$ cat config.mk
export PLATFORM = sky130hd
export DESIGN_NAME = viterbi_traceback_ctrl
export DESIGN_NICKNAME = d
export VERILOG_FILES = /design/src/rtl/viterbi_traceback_ctrl.sv
export SDC_FILE = /design/constraint.sdc
export NUM_CORES = 1
export LEC_CHECK = 0
export CAP_MARGIN = 20
export CORE_ASPECT_RATIO = 0.6
export CORE_MARGIN = 3
export CORE_UTILIZATION = 50
export DETAILED_ROUTE_END_ITERATION = 12
export DONT_BUFFER_PORTS = 1
export GPL_TIMING_DRIVEN = 1
export PLACE_DENSITY = 0.68
export SYNTH_ARGS = -nofsm -noshare
export SYNTH_HDL_FRONTEND = slang
export SYNTH_SLANG_ARGS = --single-unit
$ cat constraint.sdc
create_clock -name clk -period 3.15 [get_ports clk]
set_clock_uncertainty 0.15 [all_clocks]
set_input_delay 0.63 -clock clk [delete_from_list [all_inputs] [get_ports clk]]
set_output_delay 0.63 -clock clk [all_outputs]
set_load 0.02 [all_outputs]
$ cat src/rtl/viterbi_traceback_ctrl.sv
// Frame sequencer for a 4-state Viterbi decoder: clears and paces the ACS,
// stores survivors, picks the best end state, traces back and streams bits out.
module viterbi_traceback_ctrl #(
    parameter int MAX_LEN = 64,
    parameter int LEN_W   = 7,
    parameter int PM_W    = 4
) (
    input  logic             clk,
    input  logic             rst,
    input  logic             start,
    input  logic [LEN_W-1:0] frame_len,
    input  logic             step_valid,
    output logic             step_ready,
    input  logic [3:0]       surv,
    input  logic [PM_W-1:0]  pm0,
    input  logic [PM_W-1:0]  pm1,
    input  logic [PM_W-1:0]  pm2,
    input  logic [PM_W-1:0]  pm3,
    output logic             pm_clear,
    output logic             acs_en,
    output logic [1:0]       best_state,
    output logic             out_valid,
    input  logic             out_ready,
    output logic             out_bit,
    output logic             out_last,
    output logic             busy
);
    localparam int AW = (MAX_LEN > 1) ? $clog2(MAX_LEN) : 1;

    typedef enum logic [2:0] {IDLE, CLEAR, ACQ, SEARCH, TRACE, EMIT} state_t;

    state_t           state;
    logic [LEN_W-1:0] len;
    logic [LEN_W-1:0] cnt;
    logic [1:0]       i;
    logic [1:0]       idx;
    logic [1:0]       tstate;
    logic [PM_W-1:0]  min_pm;
    logic [PM_W-1:0]  pm_sel;
    logic [1:0]       search_best;
    logic [AW-1:0]    addr;
    logic             d;

    logic [3:0] surv_mem [MAX_LEN];
    logic       dbuf     [MAX_LEN];

    always_comb begin
        pm_sel = pm0;
        case (i)
            2'd1: pm_sel = pm1;
            2'd2: pm_sel = pm2;
            2'd3: pm_sel = pm3;
            default: pm_sel = pm0;
        endcase
    end

    // Strict compare keeps the lower index on ties.
    assign search_best = (pm_sel < min_pm) ? i : idx;

    // cnt is the step address in ACQ, trace address in TRACE, bit index in EMIT.
    assign addr     = cnt[AW-1:0];
    assign d        = surv_mem[addr][tstate];
    assign acs_en   = step_valid & step_ready;
    assign out_bit  = out_valid & dbuf[addr];
    assign out_last = out_valid & (cnt == len - 1'b1);

    always_ff @(posedge clk) begin
        if (acs_en)
            surv_mem[addr] <= surv;
        if (state == TRACE)
            dbuf[addr] <= tstate[1];
    end

    always_ff @(posedge clk) begin
        if (rst) begin
            state      <= IDLE;
            len        <= '0;
            cnt        <= '0;
            i          <= '0;
            idx        <= '0;
            tstate     <= '0;
            min_pm     <= '0;
            best_state <= '0;
            step_ready <= 1'b0;
            pm_clear   <= 1'b0;
            out_valid  <= 1'b0;
            busy       <= 1'b0;
        end else begin
            case (state)
                IDLE: begin
                    if (start && frame_len != '0) begin
                        len      <= (frame_len > LEN_W'(MAX_LEN)) ? LEN_W'(MAX_LEN) : frame_len;
                        pm_clear <= 1'b1;
                        busy     <= 1'b1;
                        state    <= CLEAR;
                    end
                end
                CLEAR: begin
                    pm_clear   <= 1'b0;
                    step_ready <= 1'b1;
                    cnt        <= '0;
                    state      <= ACQ;
                end
                ACQ: begin
                    if (acs_en) begin
                        if (cnt == len - 1'b1) begin
                            step_ready <= 1'b0;
                            i          <= '0;
                            state      <= SEARCH;
                        end else begin
                            cnt <= cnt + 1'b1;
                        end
                    end
                end
                SEARCH: begin
                    i <= i + 1'b1;
                    if (i == 2'd0) begin
                        min_pm <= pm_sel;
                        idx    <= 2'd0;
                    end else begin
                        min_pm <= (pm_sel < min_pm) ? pm_sel : min_pm;
                        idx    <= search_best;
                    end
                    if (i == 2'd3) begin
                        best_state <= search_best;
                        tstate     <= search_best;
                        cnt        <= len - 1'b1;
                        state      <= TRACE;
                    end
                end
                TRACE: begin
                    tstate <= {tstate[0], d};
                    if (cnt == '0) begin
                        out_valid <= 1'b1;
                        state     <= EMIT;
                    end else begin
                        cnt <= cnt - 1'b1;
                    end
                end
                EMIT: begin
                    if (out_ready) begin
                        if (cnt == len - 1'b1) begin
                            out_valid <= 1'b0;
                            busy      <= 1'b0;
                            cnt       <= '0;
                            state     <= IDLE;
                        end else begin
                            cnt <= cnt + 1'b1;
                        end
                    end
                end
                default: state <= IDLE;
            endcase
        end
    end
endmodule

==> run metrics <==
measured slew at the worst slew-check pin=0.7940 ns; Max Cap Violations=0; GP Congestion=0.9509; sequential element share of the synthesized area=67.56%; DRC=0; Max Root-Sink Buffers=3; # H-tree levels=2; number of flops mapped to enable cells by yosys=320; core area=~30000 µm²; Crit path required time=2.37 ns; share of post-route cells with drive strength above 1=20.51%; Mapped Avg Cell Area=15.47 µm²; CP max FO=6; crit-path most repeated cell=mux4_2; #FFs+latches synth=359; top_reg_cell synth=edfxtp_1; RSZ-0062 raised after global routing=true; Hold WC Path Type=in2reg; Post-DP HPWL=23890 µm; DRT iter0 DRCs=1449; pwr dens=576.8 nW/µm²; routed length per instance=25.11 µm; site row count=49; fraction of registers with async set/reset=0%; Crit-path slowest cell=mux4_2; Final setup viols=2; Post-layout nets=between 1000 and 1500; number of synthesis warnings=0; Layout area overhead=11.93%; critical path startpoint category=register; initial antenna violation count=0; DIE AREA=32970 µm²; CP Cell Sequence=buf_12, mux4_2, mux4_2, mux4_2, and2_4; status=finished, violations left; Worst-Skew Late Latency=0.53 ns; CTS clk-pin slew, worst paths=0.06 ns; Placed Cells=1394; initial core utilization=51.09%; wl on met1=16970 µm; CP endpoint kind=output port; syn nets=1037; Fmax=0.2775 GHz; gr usage total=22.91%; GRT overflow=0; Max-Slew Margin vs Limit=46.94%; Post-Syn Instances=994; antenna viol nets, final=0; Non-Filler Instances=1461; CP max stage delay=around 0.55 ns; post-layout util=57.18%; Setup WS post-layout=-0.4541 ns; count of final max-slew check failures=0; Top Layer Used=met4; IO Pins=41; maximum VDD drop=approximately 0.00044 V; # fillers=2344; CP arrival=2.82 ns; Die W=232.4 µm; clock sinks=359; metal3 WL=4300 µm; Mapped Area=15380 µm²; Final Critical Period=3.604 ns; final wirelength=36690 µm; Register Area=10400 µm²; I/O Buffers=0; total number of vias=9165; Hold Vio Cnt, Final=0; post-synth cell types=62; largest net degree at the start of global routing=66; global-route wire length before repair=between 50000 and 60000 µm; Antenna Cells=0; WL met2=14960 µm; fin crit share=114.4%; failing checks=setup timing; first-pass detailed-route iteration total=6; CTS root buffer=clkbuf_16; CTS tree=yes; Multi-input gate area=4673 µm²; crit path kind=reg2out; Leak Pwr=about 5.3 nW; vias in the first global route=8803; CTS buffer count=34; via/cell ratio=between 6 and 7; Die H=141.8 µm
-- worst max-delay path: cells and delay by family, from the launching register on --
| family | cells | cell delay, ns |
|---|---|---|
| and+or+nand+nor | 1 | 0.21 |
| buffers and inverters | 1 | 0.13 |
| muxes | 3 | 1.56 |
| DFF | 1 | 0.38 |
-- layout by cell type (no fill, tap or decap), types with 8 or more instances in the layout --
master     synthesis  layout
buf_4              6      51
ha_1              11      10
a21oi_1           30      30
nor3_1            15      15
nor2_1           171     171
clkinv_1           3      10
nor3b_1           10       9
clkbuf_16          0      35
inv_1             19      17
dfxtp_1           39      34
edfxtp_1         320     320
a22oi_1            9       9
nand3_1           32      32
mux4_2            86      86
nor2b_1            8       8
nand2_1           48      48
mux2i_1           17      17
-- state kept, by name, summed over array words and instances, names as in the netlist, named ones only --
register    flops
tstate          2
busy            1
surv_mem      256
best_state      2
idx             2
state           3
step_ready      1
out_valid       1
min_pm          4
cnt             7
i               2
pm_clear        1
len             7
dbuf           64
-- path summary, 6_finish.rpt --
kind	from	endpoint	slack, ns	cells after the start
worst min-delay path	rst	len[5]	0.03	1
worst max-delay path	register	out_bit	-0.45	5
worst min register to register	idx[1]	idx[1]	0.31	2
worst max register to register	register	tstate[0]	0.18	8
-- report_power, final --
part | leakage, nW | internal [W] | switching (W)
Combinational | 1.62 | 0.000373 | 0.000381
Sequential | 3.21 | 0.00518 | 0.0000329
Clock | 0.510 | 0.00218 | 0.00178
Total | 5.35 | 0.00773 | 0.00220
-- Yosys cell counts, drive strengths merged, types with 3 or more instances --
| cell type | count | area [µm²] |
|---|---|---|
| edfxtp | 320 | 9609 |
| nor2 | 171 | 641.9 |
| mux4 | 86 | 1937 |
| nand2 | 48 | 180.2 |
| clkbuf | 39 | 146.4 |
| dfxtp | 39 | 780.8 |
| nand3 | 32 | 160.2 |
| a21oi | 30 | 150.1 |
| buf | 20 | 123.9 |
| inv | 19 | 71.32 |
| mux2i | 17 | 170.2 |
| nor3 | 16 | 91.34 |
| ha | 11 | 137.6 |
| nor3b | 10 | 75.07 |
| a22oi | 9 | 67.56 |
| nor2b | 8 | 50.05 |
| xnor2 | 8 | 70.07 |
| o21ai | 7 | 35.03 |
| o22ai | 7 | 43.79 |
| a31oi | 6 | 52.55 |
| nor4 | 6 | 37.54 |
| o211ai | 6 | 45.04 |
| a311oi | 5 | 43.79 |
| and2 | 5 | 31.28 |
| mux2 | 5 | 56.30 |
| nand4 | 5 | 31.28 |
| o221ai | 5 | 43.79 |
| a222oi | 4 | 40.04 |
| nand2b | 4 | 25.02 |
| xor2 | 4 | 35.03 |
| a2111oi | 3 | 32.53 |
| and3 | 3 | 18.77 |
| clkinv | 3 | 11.26 |
| o21a | 3 | 22.52 |
| xnor3 | 3 | 67.56 |
-- layout make-up --
cell class                 instances  area share (%)
clock inverter                    21           1.039
clock buffer                      40           5.081
tap                              408           2.966
sequential                       359           60.44
multi-input combinational        554           27.15
inverter                          22          0.4798
timing repair buffer              57           2.842
-- metal layers --
layer | track usage, % | vias up
met3 | 6.742 | 45
met2 | 29.60 | 519
met5 | 0 | -
met1 | 38.21 | 4673
li1 | - | 3928
met4 | 4.005 | 0
-- what timing repair did --
item / in CTS / in global routing
setup endpoints to repair: 2 / 4
gates cloned: 0 / 1
setup buffers: 4 / 0
gates resized for setup: 12 / 3
pin swaps: 2 / 0
hold endpoints to repair: 5 / 0
hold buffers: 1 / 0
-- logic make-up after synthesis --
family	Yosys count	synth area share, %
AND/OR/NAND/NOR	314	9.169
AO/OA/AOI/OAI	106	4.890
adder cells (fa/ha/maj)	11	0.8950
buffers and inverters	81	2.294
flip-flops	359	67.56
multiplexers	108	14.07
XOR/XNOR	15	1.123
-- metrics by stage --
stage          worst slack (ns)  cell area (µm²)  TNS [ns]  total power (W)  hold slack (ns)
5_1_grt                 -0.5132            17210   -0.6367          0.01024         0.007783
3_5_place_dp            0.04290            16050         0         0.006040           0.2962
3_3_place_gp            0.07524            16050         0         0.006036           0.2854
4_1_cts                 -0.4876            17170   -0.5091         0.009969         0.005165
6_report                -0.4541            17210   -0.4608         0.009928          0.03059
2_1_floorplan           0.07192            15380         0         0.005873           0.2838
No activity file was read; power rests on OpenSTA's default activity.
